==> src/rtl/mem_arbiter.sv <==
// rtl/mem_arbiter.sv - instruction-fetch / data shared-memory arbiter with one-cycle read return
// Optional fetch starvation guard enabled by defining ARB_STARVE_GUARD_EN.
module mem_arbiter #(
  parameter int ADDR_W     = 14,
  parameter int STARVE_MAX = 3
) (
  input  logic              clk,
  input  logic              rst,
  input  logic              if_req,
  input  logic [31:0]       if_addr,
  output logic              if_gnt,
  output logic              if_rvalid,
  output logic [31:0]       if_rdata,
  input  logic              d_req,
  input  logic [3:0]        d_we,
  input  logic [31:0]       d_addr,
  input  logic [31:0]       d_wdata,
  output logic              d_gnt,
  output logic              d_rvalid,
  output logic [31:0]       d_rdata,
  output logic              mem_en,
  output logic [3:0]        mem_we,
  output logic [ADDR_W-1:0] mem_addr,
  output logic [31:0]       mem_din,
  input  logic [31:0]       mem_dout,
  output logic              stall
);

  typedef enum logic [1:0] {IDLE, IF_RD, D_RD, D_WR} state_t;

  state_t state;
  logic   fetch_force;

`ifdef ARB_STARVE_GUARD_EN
  localparam int CW = (STARVE_MAX < 1) ? 1 : $clog2(STARVE_MAX + 1);

  logic [CW-1:0] starve_cnt;

  // Saturated count of back-to-back denied fetch cycles; at the limit fetch wins once.
  assign fetch_force = if_req && (starve_cnt == CW'(STARVE_MAX));

  always_ff @(posedge clk or negedge rst) begin
    if (!rst) begin
      starve_cnt <= '0;
    end else if (!if_req || if_gnt) begin
      starve_cnt <= '0;
    end else if (starve_cnt != CW'(STARVE_MAX)) begin
      starve_cnt <= starve_cnt + 1'b1;
    end
  end
`else
  logic unused_cfg;
  assign fetch_force = 1'b0;
  assign unused_cfg  = (STARVE_MAX != 0);
`endif

  // Grants are gated by rst so nothing issues while reset is held.
  assign d_gnt  = rst && d_req && !fetch_force;
  assign if_gnt = rst && if_req && !d_gnt;

  assign mem_en   = if_gnt || d_gnt;
  assign mem_we   = d_gnt ? d_we : 4'b0000;
  assign mem_addr = d_gnt ? d_addr[ADDR_W+1:2] : if_addr[ADDR_W+1:2];
  assign mem_din  = d_wdata;
  assign stall    = (if_req && !if_gnt) || (d_req && !d_gnt);

  always_ff @(posedge clk or negedge rst) begin
    if (!rst) begin
      state <= IDLE;
    end else if (d_gnt) begin
      state <= (d_we != 4'b0000) ? D_WR : D_RD;
    end else if (if_gnt) begin
      state <= IF_RD;
    end else begin
      state <= IDLE;
    end
  end

  assign if_rvalid = (state == IF_RD);
  assign d_rvalid  = (state == D_RD);
  assign if_rdata  = mem_dout;
  assign d_rdata   = mem_dout;

  logic unused_addr;
  assign unused_addr = ^{if_addr[31:ADDR_W+2], if_addr[1:0], d_addr[31:ADDR_W+2], d_addr[1:0]};

endmodule

==> config.mk <==
export PLATFORM = sky130hd
export DESIGN_NAME = mem_arbiter
export DESIGN_NICKNAME = d
export VERILOG_FILES = /design/src/rtl/mem_arbiter.sv
export SDC_FILE = /design/constraint.sdc
export NUM_CORES = 1
export LEC_CHECK = 0
export CORE_AREA = 3 3 99 101
export DETAILED_ROUTE_END_ITERATION = 7
export DIE_AREA = 0 0 102 104
export PLACE_DENSITY = 0.61
export SETUP_SLACK_MARGIN = 0.15
export SLEW_MARGIN = 20
export SYNTH_ARGS = -nofsm -noshare
export SYNTH_HDL_FRONTEND = slang
export SYNTH_SLANG_ARGS = --single-unit
==> constraint.sdc <==
create_clock -name clk -period 1.6 [get_ports clk]
set_clock_uncertainty 0.05 [all_clocks]
set_input_delay 0.32 -clock clk [delete_from_list [all_inputs] [get_ports clk]]
set_output_delay 0.32 -clock clk [all_outputs]
set_load 0.03 [all_outputs]
==> Word-level counts from Yosys, hierarchy flattened <==
Cells that the tools add are included.
{ "word_totals": {"wordCells": 18, "input_bits": 136, "reg_bits": 2} }
{ "classes": {"n_reduce_logical": 10, "n_mux": 5, "eq_ne": 2} }
{ "op_table": {"columns": ["cell", "count"], "rows": [
  ["$mux W14", 1],
  ["$logic_and A1 B1 Y1", 5],
  ["$mux W4", 1],
  ["$reduce_bool A4 Y1", 1],
  ["$eq A2 B1 Y1 const B", 1],
  ["$eq A2 B2 Y1 const B", 1],
  ["$logic_not A1 Y1", 2],
  ["$logic_or A1 B1 Y1", 2],
  ["$mux W1", 2],
  ["$mux W2", 1]
]} }

==> Longest topological paths before layout <==
Gate-level depths: netlist (run 1).
{ "logic_depth": {"depth_word": 6, "depth_mapped": 4, "depth_no_buf": 2} }

==> Least setup slack after synthesis (run 1) <==
OpenSTA, ideal clock, no wires.
{ "synth_path": {"path_kind": "input to output", "startpoint": "input d_req", "endpoint": "output stall", "stages": 3, "required_ps": 1230, "slack_ps": 1, "arrival_ps": 1229, "cell_sequence": "buf_2 > nor2_1 > o21ai_0"} }
{ "synth_via": {"elab_chain_len": 6} }
{ "synth_lines": {"columns": ["element", "line", "rtl"], "rows": [
  ["from (decl)", "14", "input logic d_req,"],
  ["$logic_and A1 B1 Y1", "58", "assign d_gnt = rst && d_req && !fetch_force;"],
  ["$logic_not A1 Y1", "59, 65", null],
  ["$logic_and A1 B1 Y1", "59", "assign if_gnt = rst && if_req && !d_gnt;"],
  ["$logic_not A1 Y1", "65", "assign stall = (if_req && !if_gnt) || (d_req && !d_gnt);"],
  ["$logic_and A1 B1 Y1", "65", null],
  ["$logic_or A1 B1 Y1 *", "65", null],
  ["to (decl)", "26", "output logic stall"]
]} }
Every way passes the cells marked *; elsewhere a longest branch is shown, timed or not.

==> Final worst setup path (run 1) <==
{ "layout_path": {"startpoint": "input rst", "endpoint": "output mem_addr[8]"} }
{ "layout_via": {"elab_chain_len": 2} }
{ "layout_lines": {"columns": ["element", "line", "rtl"], "rows": [
  ["from (decl)", "8", "input logic rst,"],
  ["$logic_and A1 B1 Y1", "58", null],
  ["$mux W14", "63", "assign mem_addr = d_gnt ? d_addr[ADDR_W+1:2] : if_addr[ADDR_W+1:2];"],
  ["to (decl)", "23", "output logic [ADDR_W-1:0] mem_addr,"]
]} }
No other way between the ends.

==> results of run 1 <==
==> synth_stat cells <==
cell type | instances | area [um2]
buf_2 | 1 | 5.00
mux2_4 | 8 | 120
nor4_1 | 1 | 6.26
nor2b_1 | 3 | 18.8
o21ai_0 | 1 | 5.00
and3_1 | 4 | 25.0
o22ai_1 | 1 | 6.26
mux2_2 | 6 | 67.6
inv_1 | 1 | 3.75
dfrtp_1 | 2 | 50.1
buf_6 | 1 | 11.3
nand2_4 | 1 | 11.3
nor2_1 | 2 | 7.51
nand2_1 | 2 | 7.51
buf_4 | 96 | 721
==> logic make-up (layout without fill, tap and decap cells) <==
kind of cell    after synthesis  count (layout)  synth area share
buf+inv                      99              72             0.695
mux                          14              14             0.176
simple gates                 13              14            0.0716
compound gates                2               2            0.0106
flops                         2               2            0.0470
other cells                   0               1                 0
==> path summary, 6_finish.rpt <==
| check | depth (start not counted) | end | startpoint | slack (ns) |
|---|---|---|---|---|
| min in group asynchronous | 3 | state[0] | rst | 0.57 |
| hold / removal | 3 | state[0] | d_req | 0.46 |
| setup / recovery | 5 | mem_addr[8] | rst | 0.16 |
| max in group asynchronous | 3 | state[1] | rst | 0.80 |
==> timing repair <==
item,in CTS,in global routing
gates cloned,1,0
gates resized for setup,144,7
pin swaps,3,0
endpoints found under the hold margin,2,0
setup endpoints to repair,22,7
setup buffers,2,0
hold buffers,1,0
==> worst min-delay path: cells and delay by family <==
| kind | cells | cell delay (ns) |
|---|---|---|
| buffers and inverters | 2 | 0.24 |
| AOI/OAI and AO/OA | 1 | 0.10 |
==> final cells by class <==
type                    instances  area (um2)
inverters                       1        3.75
multi-input cells              30         332
flip-flops and latches          2        50.0
clock buffers                   3        41.3
repair buffers                 68         701
diodes                          1        2.50
well taps                     111         139
fillers                      1056        7840
==> power by group <==
group | internal [mW] | leakage [nW] | total (mW) | switching, mW
logic | 0.201 | 0.586 | 0.369 | 0.167
clock network | 0.159 | 0.0216 | 0.195 | 0.0358
registers | 0.0543 | 0.0254 | 0.0556 | 0.00133
==> through the flow <==
stage | hold WS, ns | instances
finish | 0.459 | 216
global route | 0.486 | 216
CTS | 0.477 | 215
detailed placement | 0.590 | 208
global placement | 0.590 | 208
floorplan | -0.0256 | 130
==> metal layers <==
| metal | global-route usage | up-vias | wire length [um] |
|---|---|---|---|
| met1 | 0.0403 | 258 | 770 |
| met5 | 0 | - | 0 |
| met2 | 0.0831 | 72 | 1370 |
| met3 | 0.0295 | 28 | 544 |
| li1 | - | 268 | - |
| met4 | 0.0450 | 0 | 196 |
==> impl_results.html, run 1 <==
<table>
<tr><th>Metric</th><th>Value</th></tr>
<tr><th colspan="2">Clocking</th></tr>
<tr><td>CTS Buffer Depth</td><td>2</td></tr>
<tr><td>CTS root buf</td><td>clkbuf_8</td></tr>
<tr><td>CTS tree</td><td>built</td></tr>
<tr><td>Number of sinks handled by clock tree synthesis</td><td>2</td></tr>
<tr><td>Htree depth</td><td>1</td></tr>
<tr><td>Clock transition at the registers of the reported paths</td><td>around 0.03 ns</td></tr>
<tr><td>TritonCTS Buffers</td><td>3</td></tr>
<tr><th colspan="2">Critical path</th></tr>
<tr><td>Worst path cell trace</td><td>buf_12, nand2_8, buf_12, mux2_4, buf_6</td></tr>
<tr><td>Worst Path Arrival</td><td>1.07 ns</td></tr>
<tr><td>Critical setup path kind</td><td>input port to output pin</td></tr>
<tr><td>Maximum fanout encountered on the critical timing path</td><td>5</td></tr>
<tr><td>Startpoint types</td><td>input port</td></tr>
<tr><td>Stage delay of the slowest cell on the critical path</td><td>0.30 ns</td></tr>
<tr><td>Cell repeated most along the worst path</td><td>buf_12</td></tr>
<tr><td>Crit path max-delay cell type</td><td>mux2_4</td></tr>
<tr><td>Required arrival time at the worst endpoint</td><td>1.23 ns</td></tr>
<tr><td>Dominant delay contributor by cell family on the critical path</td><td>buffers and inverters</td></tr>
<tr><td>Number of buffer and inverter instances along the worst setup path</td><td>3</td></tr>
<tr><td>Endpoint kind of the worst setup timing path</td><td>output pin</td></tr>
<tr><th colspan="2">Hold path</th></tr>
<tr><td>Hold/Removal Path Class</td><td>input port to register</td></tr>
<tr><th colspan="2">Timing</th></tr>
<tr><td>Number of failing setup endpoints in the final timing report</td><td>0</td></tr>
<tr><td>RSZ-0062 raised after global routing</td><td>true</td></tr>
<tr><td>Maximum achievable frequency</td><td>~700 MHz</td></tr>
<tr><td>Setup TNS after final layout</td><td>0 ns</td></tr>
<tr><td>Fin crit share</td><td>0.899</td></tr>
<tr><td>Count of pins over their slew limit</td><td>0</td></tr>
<tr><td>Worst slew margin</td><td>0.852</td></tr>
<tr><td>Final-report hold violation count</td><td>0</td></tr>
<tr><td>Final worst slack</td><td>0.162 ns</td></tr>
<tr><td>Final min period</td><td>1.44 ns</td></tr>
<tr><td>Transition at the pin with the smallest max-transition slack</td><td>0.220 ns</td></tr>
<tr><th colspan="2">Floorplanning</th></tr>
<tr><td>Chip height</td><td>104 um</td></tr>
<tr><td>Die Footprint</td><td>0.0106 mm2</td></tr>
<tr><td>Standard-cell rows</td><td>35</td></tr>
<tr><td>Starting density of the core</td><td>0.117</td></tr>
<tr><td>Core Box Area</td><td>0.00911 mm2</td></tr>
<tr><td>Boundary Pins</td><td>256</td></tr>
<tr><td>Overall die width</td><td>between 100 and 150 um</td></tr>
<tr><th colspan="2">Routing</th></tr>
<tr><td>Total number of vias</td><td>about 630</td></tr>
<tr><td>DR WL/cell</td><td>13.4 um</td></tr>
<tr><td>ANT nets after route</td><td>0</td></tr>
<tr><td>Remaining DRCs</td><td>0</td></tr>
<tr><td>Total iterations of the first detailed-routing run</td><td>2</td></tr>
<tr><td>Iteration-0 DRC Markers</td><td>1</td></tr>
<tr><td>Number of vias per cell</td><td>2.90</td></tr>
<tr><td>Total detailed-routing wirelength</td><td>~2900 um</td></tr>
<tr><th colspan="2">Synth</th></tr>
<tr><td>Post-synthesis average cell area</td><td>~8 um2</td></tr>
<tr><td>Part of the Yosys area used for sequential elements</td><td>0.0469</td></tr>
<tr><td>Cells after synthesis</td><td>130</td></tr>
<tr><td>Syn Std Cell Area</td><td>0.00107 mm2</td></tr>
<tr><td>Post-synthesis register bit count</td><td>2</td></tr>
<tr><td>Number of distinct library cells after synthesis</td><td>15</td></tr>
<tr><td>Ys Warns</td><td>0</td></tr>
<tr><td>Synthesized netlist net count</td><td>266</td></tr>
<tr><th colspan="2">Layout</th></tr>
<tr><td>Top flop regs</td><td>state (2)</td></tr>
<tr><td>Layout cell share with drive strength beyond 1</td><td>0.519</td></tr>
<tr><td>Leading cell types in the layout, fill and taps excluded</td><td>31 x dlygate4sd2_1, 17 x buf_6, 14 x mux2_4</td></tr>
<tr><td>Most frequent standard cell in the layout excluding fill and tap cells</td><td>dlygate4sd2_1</td></tr>
<tr><td>Nets</td><td>242</td></tr>
<tr><td>Register with the most flip-flops</td><td>state</td></tr>
<tr><td>Final Util</td><td>0.139</td></tr>
<tr><td>Number of flip-flops in the largest register</td><td>2</td></tr>
<tr><td>Layout-stage area growth over the synthesis result</td><td>19.0%</td></tr>
<tr><td>Final instance area</td><td>0.00127 mm2</td></tr>
<tr><th colspan="2">Power</th></tr>
<tr><td>Leakage power</td><td>0.633 nW</td></tr>
<tr><td>Final Total Pwr</td><td>between 0.6 and 0.7 mW</td></tr>
<tr><td>Ratio of total power to cell area</td><td>488 mW/mm2</td></tr>
<tr><td>Highest ir drop seen on vdd</td><td>313 uV</td></tr>
<tr><th colspan="2">Global routing</th></tr>
<tr><td>Via count of the first global-routing pass</td><td>732</td></tr>
<tr><td>Antenna violations before repair</td><td>1</td></tr>
<tr><td>Maximum number of pins on one net before global-route repair</td><td>9</td></tr>
<tr><td>Overall Global Routing Usage</td><td>0.0502</td></tr>
<tr><td>Grt ovf</td><td>0</td></tr>
<tr><td>Wire length of the first global-routing pass</td><td>4080 um</td></tr>
<tr><th colspan="2">Run status</th></tr>
<tr><td>Result of the run</td><td>completed</td></tr>
<tr><th colspan="2">Place</th></tr>
<tr><td>Sum of net half-perimeters after detailed placement</td><td>roughly 2400 um</td></tr>
<tr><td>Placement Cell Area</td><td>~0.0011 mm2</td></tr>
<tr><td>Minimum setup slack after placement</td><td>-0.754 ns</td></tr>
<tr><td>Weighted congestion at the end of routability-driven global placement</td><td>0.664</td></tr>
<tr><td>Port Buffer Count</td><td>59</td></tr>
<tr><th colspan="2">Flow run</th></tr>
<tr><td>Max-cap violations</td><td>0</td></tr>
</table>
Power figures use the tool's default switching activity.
==> inputs of run 2 (changes only) <==
==> constraint.sdc (replaced) <==
create_clock -name clk -period 1.83 [get_ports clk]
set_clock_uncertainty 0.05 [all_clocks]
set_input_delay 0.366 -clock clk [delete_from_list [all_inputs] [get_ports clk]]
set_output_delay 0.366 -clock clk [all_outputs]
set_load 0.03 [all_outputs]
==> run 2 against run 1 <==
Against the previous run: first-iteration DRC count grew to 8.0 times the previous value; cell count shrank 0.93%; sequential power shrank 12%; worst setup slack gained 0.013 ns; routed wire length shrank 11%; clock power shrank 11%; core utilization shrank 1.6 points; largest cell class unchanged; largest power group unchanged.
==> impl_results.html, run 2 (synthesized netlist as in run 1, its figures left out) <==
<table>
<tr><th>Metric</th><th>Value</th></tr>
<tr><th colspan="2">Global routing</th></tr>
<tr><td>Overall Global Routing Usage</td><td>0.0440</td></tr>
<tr><td>Wire length of the first global-routing pass</td><td>around 3600 um</td></tr>
<tr><td>Antenna violations before repair</td><td>0</td></tr>
<tr><td>Grt ovf</td><td>0</td></tr>
<tr><td>Via count of the first global-routing pass</td><td>691</td></tr>
<tr><td>Maximum number of pins on one net before global-route repair</td><td>10</td></tr>
<tr><th colspan="2">Timing</th></tr>
<tr><td>Worst slew margin</td><td>0.829</td></tr>
<tr><td>RSZ-0062 raised after global routing</td><td>true</td></tr>
<tr><td>Number of failing setup endpoints in the final timing report</td><td>0</td></tr>
<tr><td>Final worst slack</td><td>approximately 0.18 ns</td></tr>
<tr><td>Count of pins over their slew limit</td><td>0</td></tr>
<tr><td>Final-report hold violation count</td><td>0</td></tr>
<tr><td>Transition at the pin with the smallest max-transition slack</td><td>between 0.2 and 0.3 ns</td></tr>
<tr><td>Final min period</td><td>about 1.7 ns</td></tr>
<tr><td>Maximum achievable frequency</td><td>604 MHz</td></tr>
<tr><td>Fin crit share</td><td>0.904</td></tr>
<tr><td>Worst hold slack after final layout</td><td>~0.071 ns</td></tr>
<tr><th colspan="2">Run status</th></tr>
<tr><td>Result of the run</td><td>completed</td></tr>
<tr><th colspan="2">Routing</th></tr>
<tr><td>Total iterations of the first detailed-routing run</td><td>2</td></tr>
<tr><td>Number of vias per cell</td><td>between 2 and 3</td></tr>
<tr><td>Iteration-0 DRC Markers</td><td>8</td></tr>
<tr><td>Remaining DRCs</td><td>0</td></tr>
<tr><td>ANT nets after route</td><td>0</td></tr>
<tr><td>Total detailed-routing wirelength</td><td>2560 um</td></tr>
<tr><td>Total number of vias</td><td>602</td></tr>
<tr><td>DR WL/cell</td><td>12.0 um</td></tr>
<tr><th colspan="2">Critical path</th></tr>
<tr><td>Required arrival time at the worst endpoint</td><td>about 1.4 ns</td></tr>
<tr><td>Startpoint types</td><td>input port</td></tr>
<tr><td>Maximum fanout encountered on the critical timing path</td><td>1</td></tr>
<tr><td>Worst Path Arrival</td><td>around 1.2 ns</td></tr>
<tr><td>Crit path max-delay cell type</td><td>clkdlybuf4s50_1</td></tr>
<tr><td>Worst path cell trace</td><td>clkdlybuf4s50_1, mux2_4, buf_2</td></tr>
<tr><td>Critical setup path kind</td><td>input port to output pin</td></tr>
<tr><td>Endpoint kind of the worst setup timing path</td><td>output pin</td></tr>
<tr><td>Stage delay of the slowest cell on the critical path</td><td>0.43 ns</td></tr>
<tr><th colspan="2">Clocking</th></tr>
<tr><td>CTS Buffer Depth</td><td>2</td></tr>
<tr><td>Hold-fix buffer count after cts</td><td>0</td></tr>
<tr><td>Htree depth</td><td>1</td></tr>
<tr><td>TritonCTS Buffers</td><td>3</td></tr>
<tr><td>CTS tree</td><td>built</td></tr>
<tr><td>Clock transition at the registers of the reported paths</td><td>0.03 ns</td></tr>
<tr><td>Number of sinks handled by clock tree synthesis</td><td>2</td></tr>
<tr><td>CTS root buf</td><td>clkbuf_8</td></tr>
<tr><th colspan="2">Floorplanning</th></tr>
<tr><td>Standard-cell rows</td><td>35</td></tr>
<tr><td>Boundary Pins</td><td>256</td></tr>
<tr><td>Chip height</td><td>roughly 100 um</td></tr>
<tr><td>Core Box Area</td><td>0.00911 mm2</td></tr>
<tr><td>Starting density of the core</td><td>0.117</td></tr>
<tr><td>Die Footprint</td><td>0.0106 mm2</td></tr>
<tr><td>Overall die width</td><td>102 um</td></tr>
<tr><th colspan="2">Layout</th></tr>
<tr><td>Layout cell share with drive strength beyond 1</td><td>0.515</td></tr>
<tr><td>Number of flip-flops in the largest register</td><td>2</td></tr>
<tr><td>Most frequent standard cell in the layout excluding fill and tap cells</td><td>clkdlybuf4s50_1</td></tr>
<tr><td>Area of the multi-input gates</td><td>285 um2</td></tr>
<tr><td>Register with the most flip-flops</td><td>state</td></tr>
<tr><td>Storage cell area</td><td>~50 um2</td></tr>
<tr><td>Nets</td><td>241</td></tr>
<tr><td>Layout-stage area growth over the synthesis result</td><td>5.28%</td></tr>
<tr><td>Leading cell types in the layout, fill and taps excluded</td><td>31 x clkdlybuf4s50_1, 20 x buf_4, 9 x mux2_4</td></tr>
<tr><td>Antenna fix cells</td><td>0</td></tr>
<tr><td>Number of fill cells in the layout</td><td>1061</td></tr>
<tr><td>Top flop regs</td><td>state (2)</td></tr>
<tr><th colspan="2">Power</th></tr>
<tr><td>Leakage power</td><td>0.525 nW</td></tr>
<tr><td>Final Total Pwr</td><td>a little over 0.5 mW</td></tr>
<tr><td>Ratio of total power to cell area</td><td>between 400 and 500 mW/mm2</td></tr>
<tr><td>Highest ir drop seen on vdd</td><td>about 220 uV</td></tr>
<tr><th colspan="2">Place</th></tr>
<tr><td>Minimum setup slack after placement</td><td>-0.632 ns</td></tr>
<tr><td>Port Buffer Count</td><td>59</td></tr>
<tr><td>Weighted congestion at the end of routability-driven global placement</td><td>0.673</td></tr>
<tr><td>Sum of net half-perimeters after detailed placement</td><td>2070 um</td></tr>
<tr><th colspan="2">Hold path</th></tr>
<tr><td>Hold/Removal Path Class</td><td>input port to asynchronous set/reset pin</td></tr>
<tr><th colspan="2">Flow run</th></tr>
<tr><td>Max-cap violations</td><td>0</td></tr>
</table>
==> run 2: cell count changes in the layout (fill, tap and decap cells not counted), sizes merged <==
cell | before | now
diode | 1 | 0
clkdlybuf4s50 | 0 | 31
dlygate4sd3 | 1 | 0
dlygate4sd2 | 31 | 0
==> run 2: final timing paths <==
check                           from          end  slack [ns]  cells after the start
max                        d_addr[9]  mem_addr[7]        0.18                      3
min                              rst     state[1]        0.07                      2
max in group asynchronous        rst     state[0]        1.54                      2
min in group clk               d_req     state[0]        0.39                      2
==> run 2: through the flow <==
stage	util	instance area, um2	std cells	setup TNS, ns
CTS	0.119	1080	213	0
global placement	0.116	1060	207	-7.77
global route	0.123	1120	214	0
floorplan	-	1070	130	0
finish	0.123	1120	214	0
detailed placement	0.116	1060	207	-7.80
==> run 2: what timing repair did <==
action | CTS | global route
pin swaps | 1 | 1
gates resized for setup | 50 | 16
gates cloned | 1 | 0
endpoints found under the hold margin | 0 | 0
setup buffers | 2 | 1
setup endpoints to repair | 22 | 13
==> run 2: area by class of cell <==
cell class / count / area share
Clock buffer: 3 / 0.0368
Inverter: 1 / 0.00334
Multi-Input combinational cell: 30 / 0.254
Sequential cell: 2 / 0.0446
Tap cell: 111 / 0.124
Timing Repair Buffer: 67 / 0.537
==> run 2: critical path: cells and delay by family <==
| family | cells | cell delay (ns) |
|---|---|---|
| buffers and inverters | 2 | 0.60 |
| muxes | 1 | 0.27 |
==> run 2: layer usage <==
layer  vias up  share of wire  routed length, um  track usage
met3        26           0.15                395       0.0161
met1       253           0.32                809       0.0423
met4         0          0.077                197       0.0469
li1        261              -                  -            -
met2        62           0.45               1160       0.0678
met5         -              0                  0            0
==> run 2: power breakdown <==
part           leakage, nW  internal (mW)  total [mW]  switching [mW]
registers           0.0254         0.0474      0.0487         0.00126
clock network       0.0216          0.139       0.174          0.0346
logic                0.478          0.157       0.291           0.134
